--- config.mk ---
export PLATFORM = sky130hd
export DESIGN_NAME = tail_light_input_cond
export DESIGN_NICKNAME = d
export VERILOG_FILES = /design/src/rtl/tail_light_input_cond.sv
export SDC_FILE = /design/constraint.sdc
export NUM_CORES = 1
export LEC_CHECK = 0
export CAP_MARGIN = 30
export CORE_UTILIZATION = 40
export DETAILED_ROUTE_END_ITERATION = 8
export HOLD_SLACK_MARGIN = 0.06
export PLACE_DENSITY_LB_ADDON = 0.08
export REMOVE_ABC_BUFFERS = 1
export SLEW_MARGIN = 20
export SYNTH_ARGS = -nofsm -noshare
export SYNTH_HDL_FRONTEND = slang
export SYNTH_SLANG_ARGS = --single-unit
export TNS_END_PERCENT = 10
--- constraint.sdc ---
create_clock -name Clk -period 11.6 [get_ports Clk]
set_clock_uncertainty 0.15 [all_clocks]
set_input_delay 3.48 -clock Clk [delete_from_list [all_inputs] [get_ports Clk]]
set_output_delay 3.48 -clock Clk [all_outputs]
set_load 0.02 [all_outputs]
--- src/rtl/tail_light_input_cond.sv ---
`default_nettype none
// ============================================================================
//  Module   : tail_light_input_cond
//  Purpose  : Front end for the Thunderbird tail-light sequencer. Derives the
//             50%-duty Clk_2Hz clock, synchronises and debounces the three
//             raw switches, and updates LEFT/RIGHT/HAZ only on the falling
//             edge of Clk_2Hz so the sequencer gets half a period of setup.
//  Revision : 1.0  initial release
// ============================================================================
module tail_light_input_cond #(
    parameter int CLK_HZ          = 50_000_000,
    parameter int OUT_HZ          = 2,
    parameter int DEBOUNCE_CYCLES = 500_000
) (
    input  logic Clk,
    input  logic Rst,
    input  logic SW_LEFT,
    input  logic SW_RIGHT,
    input  logic SW_HAZ,
    output logic Clk_2Hz,
    output logic LEFT,
    output logic RIGHT,
    output logic HAZ
);

    localparam int HALF  = CLK_HZ / (2 * OUT_HZ);
    localparam int DIV_W = (HALF > 1) ? $clog2(HALF) : 1;
    localparam int DB_W  = (DEBOUNCE_CYCLES > 1) ? $clog2(DEBOUNCE_CYCLES) : 1;

    localparam logic [DIV_W-1:0] DIV_LAST = DIV_W'(HALF - 1);
    localparam logic [DB_W-1:0]  DB_LAST  = DB_W'(DEBOUNCE_CYCLES - 1);

    logic [DIV_W-1:0] div_cnt;
    logic             fall_tick;
    logic [2:0]       raw;
    logic [2:0]       stable;

    // Channel order: bit 0 = left, bit 1 = right, bit 2 = hazard
    assign raw = {SW_HAZ, SW_RIGHT, SW_LEFT};

    // Last count of a half period while the clock is high: the next edge is the fall
    assign fall_tick = (div_cnt == DIV_LAST) && Clk_2Hz;

    // Free-running half-period counter; Clk_2Hz toggles at its wrap
    always_ff @(posedge Clk or posedge Rst) begin
        if (Rst) begin
            div_cnt <= '0;
            Clk_2Hz <= 1'b0;
        end else if (div_cnt == DIV_LAST) begin
            div_cnt <= '0;
            Clk_2Hz <= ~Clk_2Hz;
        end else begin
            div_cnt <= div_cnt + DIV_W'(1);
        end
    end

    genvar ch;
    generate
        for (ch = 0; ch < 3; ch++) begin : g_chan
            logic            sync1;
            logic            sync2;
            logic            stable_q;
            logic [DB_W-1:0] db_cnt;

            // Two-flop synchroniser for the asynchronous switch input
            always_ff @(posedge Clk or posedge Rst) begin
                if (Rst) begin
                    sync1 <= 1'b0;
                    sync2 <= 1'b0;
                end else begin
                    sync1 <= raw[ch];
                    sync2 <= sync1;
                end
            end

            // Accept a new level only after it differs from stable for DEBOUNCE_CYCLES clocks
            always_ff @(posedge Clk or posedge Rst) begin
                if (Rst) begin
                    stable_q <= 1'b0;
                    db_cnt   <= '0;
                end else if (sync2 == stable_q) begin
                    db_cnt   <= '0;
                end else if (db_cnt == DB_LAST) begin
                    stable_q <= sync2;
                    db_cnt   <= '0;
                end else begin
                    db_cnt   <= db_cnt + DB_W'(1);
                end
            end

            assign stable[ch] = stable_q;
        end
    endgenerate

    // Present all three conditioned levels together on the Clk_2Hz falling edge
    always_ff @(posedge Clk or posedge Rst) begin
        if (Rst) begin
            LEFT  <= 1'b0;
            RIGHT <= 1'b0;
            HAZ   <= 1'b0;
        end else if (fall_tick) begin
            LEFT  <= stable[0];
            RIGHT <= stable[1];
            HAZ   <= stable[2];
        end
    end

endmodule
`default_nettype wire

# --- Word level (Yosys, flattened, before mapping) ---
# Cells that the tools add are included.
totals:
  ff_bits: 94
  input_bits: 5
  word_cells: 43
op_classes:
  n_addsub: 4
  eq_ne: 7
  n_mux: 7
  n_bitwise: 4
  n_reduce_logical: 4
op_table:
  columns: ["operator", "n"]
  rows:
  - ["$mux W19", 6]
  - ["$add A19 B1 Y19 const B", 3]
  - ["$eq A19 B19 Y1 const B", 3]
  - ["$add A24 B1 Y24 const B", 1]
  - ["$eq A24 B24 Y1 const B", 1]
  - ["$mux W24", 1]
  - ["$reduce_and A2 Y1", 3]
  - ["$not A1 Y1", 4]
  - ["$eq A1 B1 Y1", 3]
  - ["$logic_and A1 B1 Y1", 1]

# --- Depth between registers and ports, before layout ---
depth:
  ltp_word: 3
  mapped_depth: 7

# --- Worst setup path before layout ---
# Ideal clock, no wire load.
synth_path:
  kind: "register to output"
  start: "reg Clk_2Hz"
  end: "out Clk_2Hz"
  t_arrival_ns: 0.425
  t_required_ns: 7.970
  slack_ns: 7.545
  path_stages_with_launch: 1
  path_cell_list: "dfrtp_1"
synth_lines:
  columns: ["element", "line", "source"]
  rows:
  - ["start, declared", "20", "output logic Clk_2Hz,"]
  - ["start signal, assigned", "51", "Clk_2Hz <= ~Clk_2Hz;"]
# No word-level cell between the ends.

# --- Final worst setup path ---
layout_path:
  start: "reg LEFT"
  end: "out LEFT"
layout_lines:
  columns: ["element", "line", "source"]
  rows:
  - ["start, declared", "21", "output logic LEFT,"]
  - ["start signal, assigned", "102", "LEFT <= stable[0];"]
# No word-level cell between the ends.

==> results.txt <==
status: completed
synth-to-layout area growth: 10.89%
Post-DP Area: 4726 µm²
Slew HR: 58.98%
maximum VDD drop: 65.83 µV
Avg Cell Area, Syn: 10.19 µm²
die area: 11680 µm²
antenna viol nets, final: 0
DR iter-0 viols: 88
Post-Synthesis Cell Area: 4502 µm²
Hold WS: 0.2022 ns
fillers: 1040
Num CTS Buffers: 9
CP max-delay cell: clkdlybuf4s50_1
Tightest Hold Check Type: flip-flop to flip-flop
htree depth: 3
pre-CTS setup slack: 6.377 ns
antenna violations before repair: 0
achievable frequency: 0.2018 GHz
Worst-Skew Late Latency: 0.37 ns
Clock transition at path regs: 0.09 ns
Cells after Synth: 442
WL met2: 3.774 mm
critical path buffer and inverter count: 1
placed cells: 581
ordered cell list for the critical path: clkdlybuf4s50_1
Setup Buffers After CTS: 0
via count: 3192
YS warnings: 0
Req. time, crit path: 7.97 ns
via/cell ratio: 5.329
vias in the first global route: 3109
WL met3: 187 µm
post-route minimum period: 4.955 ns
clock sinks: 94
Largest delay share family, worst path: buffers and inverters
initial core utilization: 41.35%
fin util: 45.85%
layout cell share with drive strength beyond 1: 7.625%
Seq cells post-synth: 94
EDFF count, synth: 0
Power per Cell Area: 124.0 nW/µm²
sum of negative setup slack: 0 ns
routed wire length: 8.268 mm
met1 wire length: 4.157 mm
post-synthesis async set-or-reset flop share: 100.0%
Cell variety after synth: 43
Post-CTS Resized: 0
# nets final: 463
worst slew pin tran: 0.6153 ns
Die Width: 108.1 µm
setup ws final: 6.645 ns
Lkg Pwr: 2.046 nW
most frequent cells in the layout: dfrtp_1 (94), nor2_1 (59), xnor2_1 (34), nand2_1 (29), nand3_1 (27)
row count: 38
first-pass GRT wire length: 14.77 mm
ys flop type: dfrtp_1
# Max-Cap Violations: 0
WL/cell: 13.80 µm
CP peak stage delay: 0.60 ns
Clock Path Buffers: 2
Final Hold Vio Count: 0
worst path arrival time: 1.32 ns
# setup viols final: 0
commonest non-fill, non-tap cell in the layout: dfrtp_1
Setup crit end kind: output pin
CTS tree: done
GP Congestion: 0.7502
DP HPWL: 5.478 mm
total power: 619.2 µW
post-route cell area: 4992 µm²
I/O pin cnt: 9
Final Slew Violations: 0
largest net degree at the start of global routing: 49
crit path max fanout: 2
root buffer cell: clkbuf_8
Core ar.: 10890 µm²
CTS Hold Bufs: 0
highest metal used: met4
Buffers on Ports: 8
Residual DRC: 0
die height: 108.1 µm
GR Util All Layers: 16.06%
RSZ-0062 raised after global routing: no
Period Utilization, post-route: 42.71%
Seq/Total Area, Yosys: 52.25%
Cell Count, Final, Fillers Out: 599
first-pass iteration count of the detailed router: 4
Critical Path Start Type: flip-flop
ant diodes: 0
total grt overflow: 0
critical path type: flip-flop to output pin
[registers in the layout, summed over array words and instances (netlist names)]
signal	flops
g_chan.db_cnt	57
div_cnt	24
g_chan.stable_q	3
g_chan.sync1	3
g_chan.sync2	3
Clk_2Hz	1
HAZ	1
LEFT	1
RIGHT	1
[synth_stat cells (all sizes together) (2+ instances only)]
master	count	area share [%]
clkbuf	6	0.56
nand2	29	2.4
mux2	6	1.5
o21ai	15	1.7
dfrtp	94	52
nand4	27	4.2
and3	6	0.83
or4	7	1.3
ha	4	1.1
xnor2	34	6.6
or3	14	1.9
nand3	27	3.0
and4	8	1.6
inv	10	0.83
and2	4	0.56
nor4	12	1.7
a21oi	18	2.0
nor2b	2	0.28
or2	2	0.28
nor4b	2	0.53
nor2	59	4.9
xor2	24	4.7
nor3	13	1.4
buf	5	0.53
o31ai	4	0.67
[layer usage]
layer | global-route usage [%] | vias up
met2 | 24.75 | 30
met5 | 0 | -
met3 | 2.351 | 11
met4 | 7.339 | 0
met1 | 22.35 | 1548
li1 | - | 1603
[worst paths after layout]
path                                       from             endpoint  slack, ns  depth (start not counted)
worst max-delay path                       LEFT                 LEFT       6.65                          1
worst min-delay path            g_chan[0].sync1      g_chan[0].sync2       0.20                          0
worst max register to register       div_cnt[0]                  HAZ       9.34                          5
worst min register to register  g_chan[0].sync1      g_chan[0].sync2       0.20                          0
max in group asynchronous                   Rst  g_chan[2].db_cnt[7]       6.89                          3
min in group asynchronous                   Rst          div_cnt[13]       3.37                          2
[power breakdown]
group | internal [mW] | total [mW] | switching, mW
logic | 0.00522 | 0.0174 | 0.0122
clock network | 0.150 | 0.267 | 0.118
registers | 0.331 | 0.335 | 0.00373
total | 0.486 | 0.619 | 0.133
[cells by family (layout without fill, tap and decap cells)]
group,Yosys count,after routing,share of synthesized area [%]
AO/OA/AOI/OAI,40,40,5.309
flip-flops,94,94,52.25
XOR/XNOR,58,58,11.28
multiplexers,7,7,1.723
AND/OR/NAND/NOR,218,218,26.40
buffers and inverters,21,38,1.918
adder cells (fa/ha/maj),4,4,1.112
[cell type report]
class	count	area, µm²	area share [%]
multi-input cells	327	2063	41.33
repair buffers	12	113.9	2.281
well taps	140	175.2	3.509
flip-flops and latches	94	2352	47.12
clock inverters	5	106.4	2.130
clock buffers	11	141.4	2.832
inverters	10	40.04	0.8020
Note: power is estimated with default switching activity, not from simulation.
